<file path="src/rtl/shift_reg_bank.sv">
// WIDTH-bit register with hold/shift/rotate/load, plus a start/busy/done sequencer for n-step shifts.
// Single-step ops land on the sampling edge; a sequence of n steps ends with done in the cycle after edge k+n.
module shift_reg_bank #(
   parameter int unsigned     WIDTH     = 8,
   parameter int unsigned     SHW       = 4,
   parameter logic [WIDTH-1:0] RESET_VAL = {WIDTH{1'b0}}
) (
   input  logic             clk,
   input  logic             rst_n,
   input  logic             en,
   input  logic [1:0]       mode,
   input  logic             rot,
   input  logic             ser_in,
   input  logic [WIDTH-1:0] d,
   input  logic             start,
   input  logic [SHW-1:0]   shamt,
   input  logic             abort,
   output logic [WIDTH-1:0] q,
   output logic             ser_out,
   output logic             busy,
   output logic             done
);

   localparam logic [0:0] IDLE  = 1'b0;
   localparam logic [0:0] SHIFT = 1'b1;

   localparam logic [1:0] MODE_HOLD  = 2'b00;
   localparam logic [1:0] MODE_RIGHT = 2'b01;
   localparam logic [1:0] MODE_LEFT  = 2'b10;
   localparam logic [1:0] MODE_LOAD  = 2'b11;

   logic [0:0]       state_q, state_d;
   logic [WIDTH-1:0] q_q, q_d;
   logic [SHW-1:0]   cnt_q, cnt_d;
   logic             dir_q, dir_d;   // 1 = left, 0 = right
   logic             rot_q, rot_d;
   logic             done_q, done_d;

   // One bit step; with rotation the bit leaving the register is the fill.
   function automatic logic [WIDTH-1:0] step_fn(input logic [WIDTH-1:0] v,
                                                input logic             left,
                                                input logic             r,
                                                input logic             sin);
      logic fill;
      if (left) begin
         fill    = r ? v[WIDTH-1] : sin;
         step_fn = {v[WIDTH-2:0], fill};
      end else begin
         fill    = r ? v[0] : sin;
         step_fn = {fill, v[WIDTH-1:1]};
      end
   endfunction

   always_comb begin
      state_d = state_q;
      q_d     = q_q;
      cnt_d   = cnt_q;
      dir_d   = dir_q;
      rot_d   = rot_q;
      done_d  = 1'b0;
      if (state_q == IDLE) begin
         if (start && (mode == MODE_RIGHT || mode == MODE_LEFT)) begin
            if (shamt != '0) begin
               state_d = SHIFT;
               cnt_d   = shamt;
               dir_d   = (mode == MODE_LEFT);
               rot_d   = rot;
            end else begin
               done_d  = 1'b1;
            end
         end else if (en) begin
            case (mode)
               MODE_RIGHT: begin
                  q_d   = step_fn(q_q, 1'b0, rot, ser_in);
                  dir_d = 1'b0;
               end
               MODE_LEFT: begin
                  q_d   = step_fn(q_q, 1'b1, rot, ser_in);
                  dir_d = 1'b1;
               end
               MODE_LOAD: q_d = d;
               MODE_HOLD: q_d = q_q;
               default:   q_d = q_q;
            endcase
         end
      end else begin
         // Abort leaves the partial result in place and suppresses done.
         if (abort) begin
            state_d = IDLE;
         end else begin
            q_d   = step_fn(q_q, dir_q, rot_q, ser_in);
            cnt_d = cnt_q - SHW'(1);
            if (cnt_q == SHW'(1)) begin
               state_d = IDLE;
               done_d  = 1'b1;
            end
         end
      end
   end

   always_ff @(posedge clk or negedge rst_n) begin
      if (!rst_n) begin
         state_q <= IDLE;
         q_q     <= RESET_VAL;
         cnt_q   <= '0;
         dir_q   <= 1'b0;
         rot_q   <= 1'b0;
         done_q  <= 1'b0;
      end else begin
         state_q <= state_d;
         q_q     <= q_d;
         cnt_q   <= cnt_d;
         dir_q   <= dir_d;
         rot_q   <= rot_d;
         done_q  <= done_d;
      end
   end

   assign q       = q_q;
   assign ser_out = dir_q ? q_q[WIDTH-1] : q_q[0];
   assign busy    = (state_q == SHIFT);
   assign done    = done_q;

endmodule

</file>
<file path="config.mk">
export PLATFORM = sky130hd
export DESIGN_NAME = shift_reg_bank
export DESIGN_NICKNAME = d
export VERILOG_FILES = /design/src/rtl/shift_reg_bank.sv
export SDC_FILE = /design/constraint.sdc
export NUM_CORES = 1
export LEC_CHECK = 0
export BUFFER_PORTS_ARGS = -buffer_cell sky130_fd_sc_hd__buf_2
export CAP_MARGIN = 20
export CORE_MARGIN = 2
export CORE_UTILIZATION = 48
export CTS_BUF_LIST = sky130_fd_sc_hd__clkbuf_2
export CTS_CLUSTER_SIZE = 16
export DETAILED_ROUTE_END_ITERATION = 10
export HOLD_SLACK_MARGIN = 0.03
export PLACE_DENSITY = 0.77
export SYNTH_ARGS = -nofsm -noshare
export SYNTH_HDL_FRONTEND = slang
export SYNTH_SLANG_ARGS = --single-unit
</file>
<file path="constraint.sdc">
create_clock -name clk -period 1.6 [get_ports clk]
set_input_delay 0.16 -clock clk [delete_from_list [all_inputs] [get_ports clk]]
set_output_delay 0.16 -clock clk [all_outputs]
set_load 0.01 [all_outputs]
</file>
Yosys cells after proc, flatten, opt, wreduce, memory -nomap -nowiden --
Cells that the tools add are included. W data, S select, Z words.
Word-level totals: register bits 16, input bits 21, output and inout port bits 11
Cells by class: add/sub/neg operators 1, equal/unequal tests 8, mux-type cells 29, bitwise operators 1, reduce and logical (&&, ||, !) cells 13
Operator list (number):
- $mux W8 | 5
- $pmux W8 S3 | 1
- $mux W1 | 18
- $mux W4 | 4
- $reduce_and A4 Y1 | 2
- $reduce_bool A2 Y1 | 4
- $ne A2 B2 Y1 const B | 3
- $reduce_and A3 Y1 | 2
- $eq A2 B2 Y1 const B | 2
- $eq A4 B1 Y1 const B | 1
- $reduce_bool A4 Y1 | 1
- $sub A4 B1 Y4 const B | 1
- $reduce_bool A3 Y1 | 1
- $eq A2 B1 Y1 const B | 1
- $logic_not A2 Y1 | 1
- $ne A2 B1 Y1 const B | 1
- $pmux W1 S2 | 1
- $logic_and A1 B1 Y1 | 1
- $logic_or A1 B1 Y1 | 1
- $not A1 Y1 | 1

Longest topological paths before layout --
depth after elaboration 5, depth in mapped cells 7, depth with buffers taken out 6

Worst setup path before layout --
Ideal clock, no wire load.
path kind input -> register, from in mode[0], to reg cnt_q[3], library setup time 0.123 ns, arrival time 1.526 ns, required time 1.477 ns, path slack -0.049 ns, stages 7, cells stage by stage inv_1 ha_1 nand2_1 or3_1 buf_6 mux2_4 o221a_1
Between the ends: cells in the longest elaborated chain, start to end 5, elaborated cells between the ends (all ways) 6
Ends and longest elaborated chain:
- start: declaration | RTL line 11 | input logic [1:0] mode,
- $eq A2 B1 Y1 / $eq A2 B2 Y1 (equally long branches) | RTL line 62 | if (start && (mode == MODE_RIGHT || mode == MODE_LEFT)) begin
- $logic_or A1 B1 Y1 * | RTL line 62
- $logic_and A1 B1 Y1 * | RTL line 62
- $reduce_bool A2 Y1 (no line) *
- $reduce_and A3 Y1 (no line) *
- end signal: assignment | RTL line 112 | cnt_q <= cnt_d;
- end: declaration | RTL line 34 | logic [SHW-1:0] cnt_q, cnt_d;
Every way passes the cells marked *; elsewhere a longest branch is shown, timed or not. A chain may end at the register's enable or synchronous reset.

Final worst setup path --
from reg dir_q, to out ser_out
Between the ends: cells in the longest elaborated chain, start to end 1
Ends and longest elaborated chain:
- start: declaration | RTL line 35 | logic dir_q, dir_d;
- start signal: assignment | RTL line 113 | dir_q <= dir_d;
- $mux W1 | RTL line 120 | assign ser_out = dir_q ? q_q[WIDTH-1] : q_q[0];
- end: declaration | RTL line 19 | output logic ser_out,
No other way between the ends.

==> flow_metrics.tcl <==
set metrics [dict create \
    crit-reg2reg-capture "cnt_q[3]" \
    end_point_of_the_worst_hold_path "rot_q" \
    pwr-share-seq 0.412 \
    die_width_um 53.92 \
    final_hold_viol_count 0 \
    detailroute.via_count 1200 \
    route.final.wire_length_mm 3.025 \
    boundary_pins 32 \
    end_kind "output port" \
    relSlewSlack 0.7111 \
    timing.critical_path.fanout_max 12 \
    dp_slack_ps -184.0 \
    switching_share 0.4317 \
    post-route-cell-area_um2 1513 \
    r2r_slack_ps 100 \
    final_nets 200 \
    syn-instance-count 131 \
    gp_congestion 0.8350 \
    groute.usage.overall 0.2428 \
    run_status "finished, final reports clean" \
    detail_route.drc_violations 0 \
    hold_path.class "input port to flip-flop" \
    yosys_register_bits 16 \
    clk_pin_slew_ps 180 \
    period_minus_slack_ps 1512 \
    clockBufferDepth 2 \
    worst_setup_path_type "flip-flop to output port" \
    worst_hold_startpoint "rot" \
    maximum_level_of_the_cts_h_tree 1 \
    worst_ir_drop_vdd_v 0.0008778 \
    critPathMaxStageDelay_ps 550 \
    coreArea_um2 2410 \
    postPlaceCellArea_um2 1483 \
    tritoncts.num_buffers 3 \
    synth_flop_type "dfrtp_1" \
    overflow 0 \
    grt_antenna_before_repair 0 \
    syn_area_per_cell_um2 9.131 \
    synth_enable_flop_cells 0 \
    net_switching_power_mw 0.8886 \
    place.detailed.instances 197 \
    first_pass_grt_wire_length_mm 5.057 \
    worstSkewPairLatency_ps 300 \
    via_cell_ratio 5.941 \
    synth-async-reset-ratio 1.000 \
    dieArea_um2 2907 \
    timing.critical_path.required_ps 1440 \
    synth_top_cell_by_area "dfrtp_1" \
    cts_num_sinks 16 \
    totalPowerFinal_mw 2.058 \
    grt_pass1_vias 1073 \
    postLayoutSetupSlackWorst_ps 87.57 \
    critical_path.cell_chain "mux2_2 > buf_2" \
    critical_path.startpoint_type "flip-flop" \
    static-leakage-power_nw 0.6961 \
    detail_route.iter0.violations 60 \
    min_period_over_period 0.9453 \
    drt.antenna.violating_nets 0 \
    grt_max_degree 25 \
    clk_root_buffer_cell "clkbuf_2" \
    first_drt_pass_iteration_count 4 \
    power.combinational.fraction 0.492 \
    synth.yosys.seq_area_share 0.3347 \
    r2r_start "busy" \
    drt-wirelength-per-cell_um 14.98 \
    holdPathStages 3 \
    number_of_buffers_inserted_by_port_buffering 31 \
    power.density_nw_per_um2 1361 \
    setup_repair_after_global_routing_missed_its_margin "no" \
    synth_largest_type_area_fraction 0.3347 \
    synthDistinctLibCells 39 \
    diodes 0 \
    tritoncts "built" \
    worst_r2r_path_depth 3 \
    pin_slew_with_the_least_headroom_to_its_limit_ps 422.4 \
    data_arrival_time_of_the_critical_path_ps 1350 \
    clock_skew_ps 9.471 \
    detailedPlacementHpwl_mm 2.261 \
    die-height_um 53.92 \
    maxSlewViolCount 0 \
    post_route_cells_drive_above_1_share 0.4128 \
    final_cells 202 \
    fp-row-count 18 \
    syn2layout_area_growth_pct 26.46 \
    critical-path-slowest-cell "dfrtp_2" \
    synth.most_common_cell "dfrtp_1" \
    synth_top_area_cells "dfrtp_1 33%, mux2_2 8.5%, ha_1 6.3%" \
    synthesis.nets 158 \
    synth_warn 0 \
    max_clock_freq_ghz 0.6612 \
    yosys-top-cells-count "16 x dfrtp_1, 13 x nand2_1, 12 x nor2_1" \
    max-cap-violations 0 \
    final-setup-viol-count 0 \
    area_of_the_mapped_netlist_um2 1196 \
    initial_utilization 0.4964 \
    cellInternalPower_mw 1.170 \
    power_frac_clock 0.095 \
]
[how the worst max path moves through the flow]
| stage | startpoint | endpoint | slack, ps | depth (start not counted) |
|---|---|---|---|---|
| after global routing | dir_q | ser_out | 30 | 2 |
| after CTS | dir_q | ser_out | 90 | 2 |
| final | dir_q | ser_out | 90 | 2 |
| after detailed placement | mode[0] | cnt_q[3] | -180 | 7 |
| after global placement | mode[0] | cnt_q[3] | -150 | 7 |
| after floorplan | mode[0] | cnt_q[3] | -40 | 7 |
[cell usage in the layout, fill, tap and decap left out, drive strengths merged, types with 2 or more instances in the layout]
cell    instances
nor3b           2
mux2i           4
nor3            5
ha              6
buf            45
o311ai          4
or2             2
o21a            4
a22oi           3
nor2           13
inv             7
a211oi          3
o221a           2
mux2           10
o21ai           4
a221oi          5
a31oi           5
dfrtp          16
nand2          13
clkbuf          3
[critical path, delay by kind of cell (launching register included)]
kind     cells  cell delay (ps)
buf+inv      1              140
flops        1              550
mux          1              360
[repair_timing]
action / in CTS / in global routing
setup endpoints to repair: 1 / 0
hold buffers: 1 / 0
gates resized for setup: 1 / 0
setup buffers: 0 / 0
endpoints found under the hold margin: 16 / 0
[routing by layer]
layer	share of wire	GRT usage	routed length, um
met5	0	0	0
met4	0.011	0.09402	32
met3	0.066	0.03889	200
met2	0.49	0.3679	1475
met1	0.44	0.3437	1316
[state kept, by name, summed over array words and instances (netlist names)]
| signal | count |
|---|---|
| rot_q | 1 |
| done | 1 |
| busy | 1 |
| q | 8 |
| cnt_q | 4 |
| dir_q | 1 |
[cells by family after synthesis]
family / Yosys count / synth area share
flops: 16 / 0.3347
mux: 14 / 0.1308
buf+inv: 16 / 0.06067
fa+ha+maj: 6 / 0.06276
compound gates: 37 / 0.2385
simple gates: 42 / 0.1726
[power by group through the flow]
stage	registers, mW	clock network, mW	logic (mW)
finish	0.848	0.196	1.01
global route	0.883	0.219	1.14
CTS	0.840	0.196	1.02
detailed placement	0.844	0	1.02
global placement	0.830	0	0.972
floorplan	0.812	0	0.679
[stage by stage]
stage,utilization,TNS (ps),hold slack (ps)
finish,0.6277,0,107.9
global route,0.6277,0,79.73
CTS,0.6277,0,94.00
detailed placement,0.6153,-1018,104.6
global placement,0.6153,-663.5,104.7
floorplan,-,-42.43,-135.6
[final cells by class]
type	count	area (um^2)
clock inverter	1	3.754
inverter	7	41.29
sequential	16	401.6
fill	205	897.1
multi-input combinational	99	743.2
timing repair buffer	46	270.3
clock buffer	3	15.01
tap	30	37.54
(Power assumes the default switching activity.)
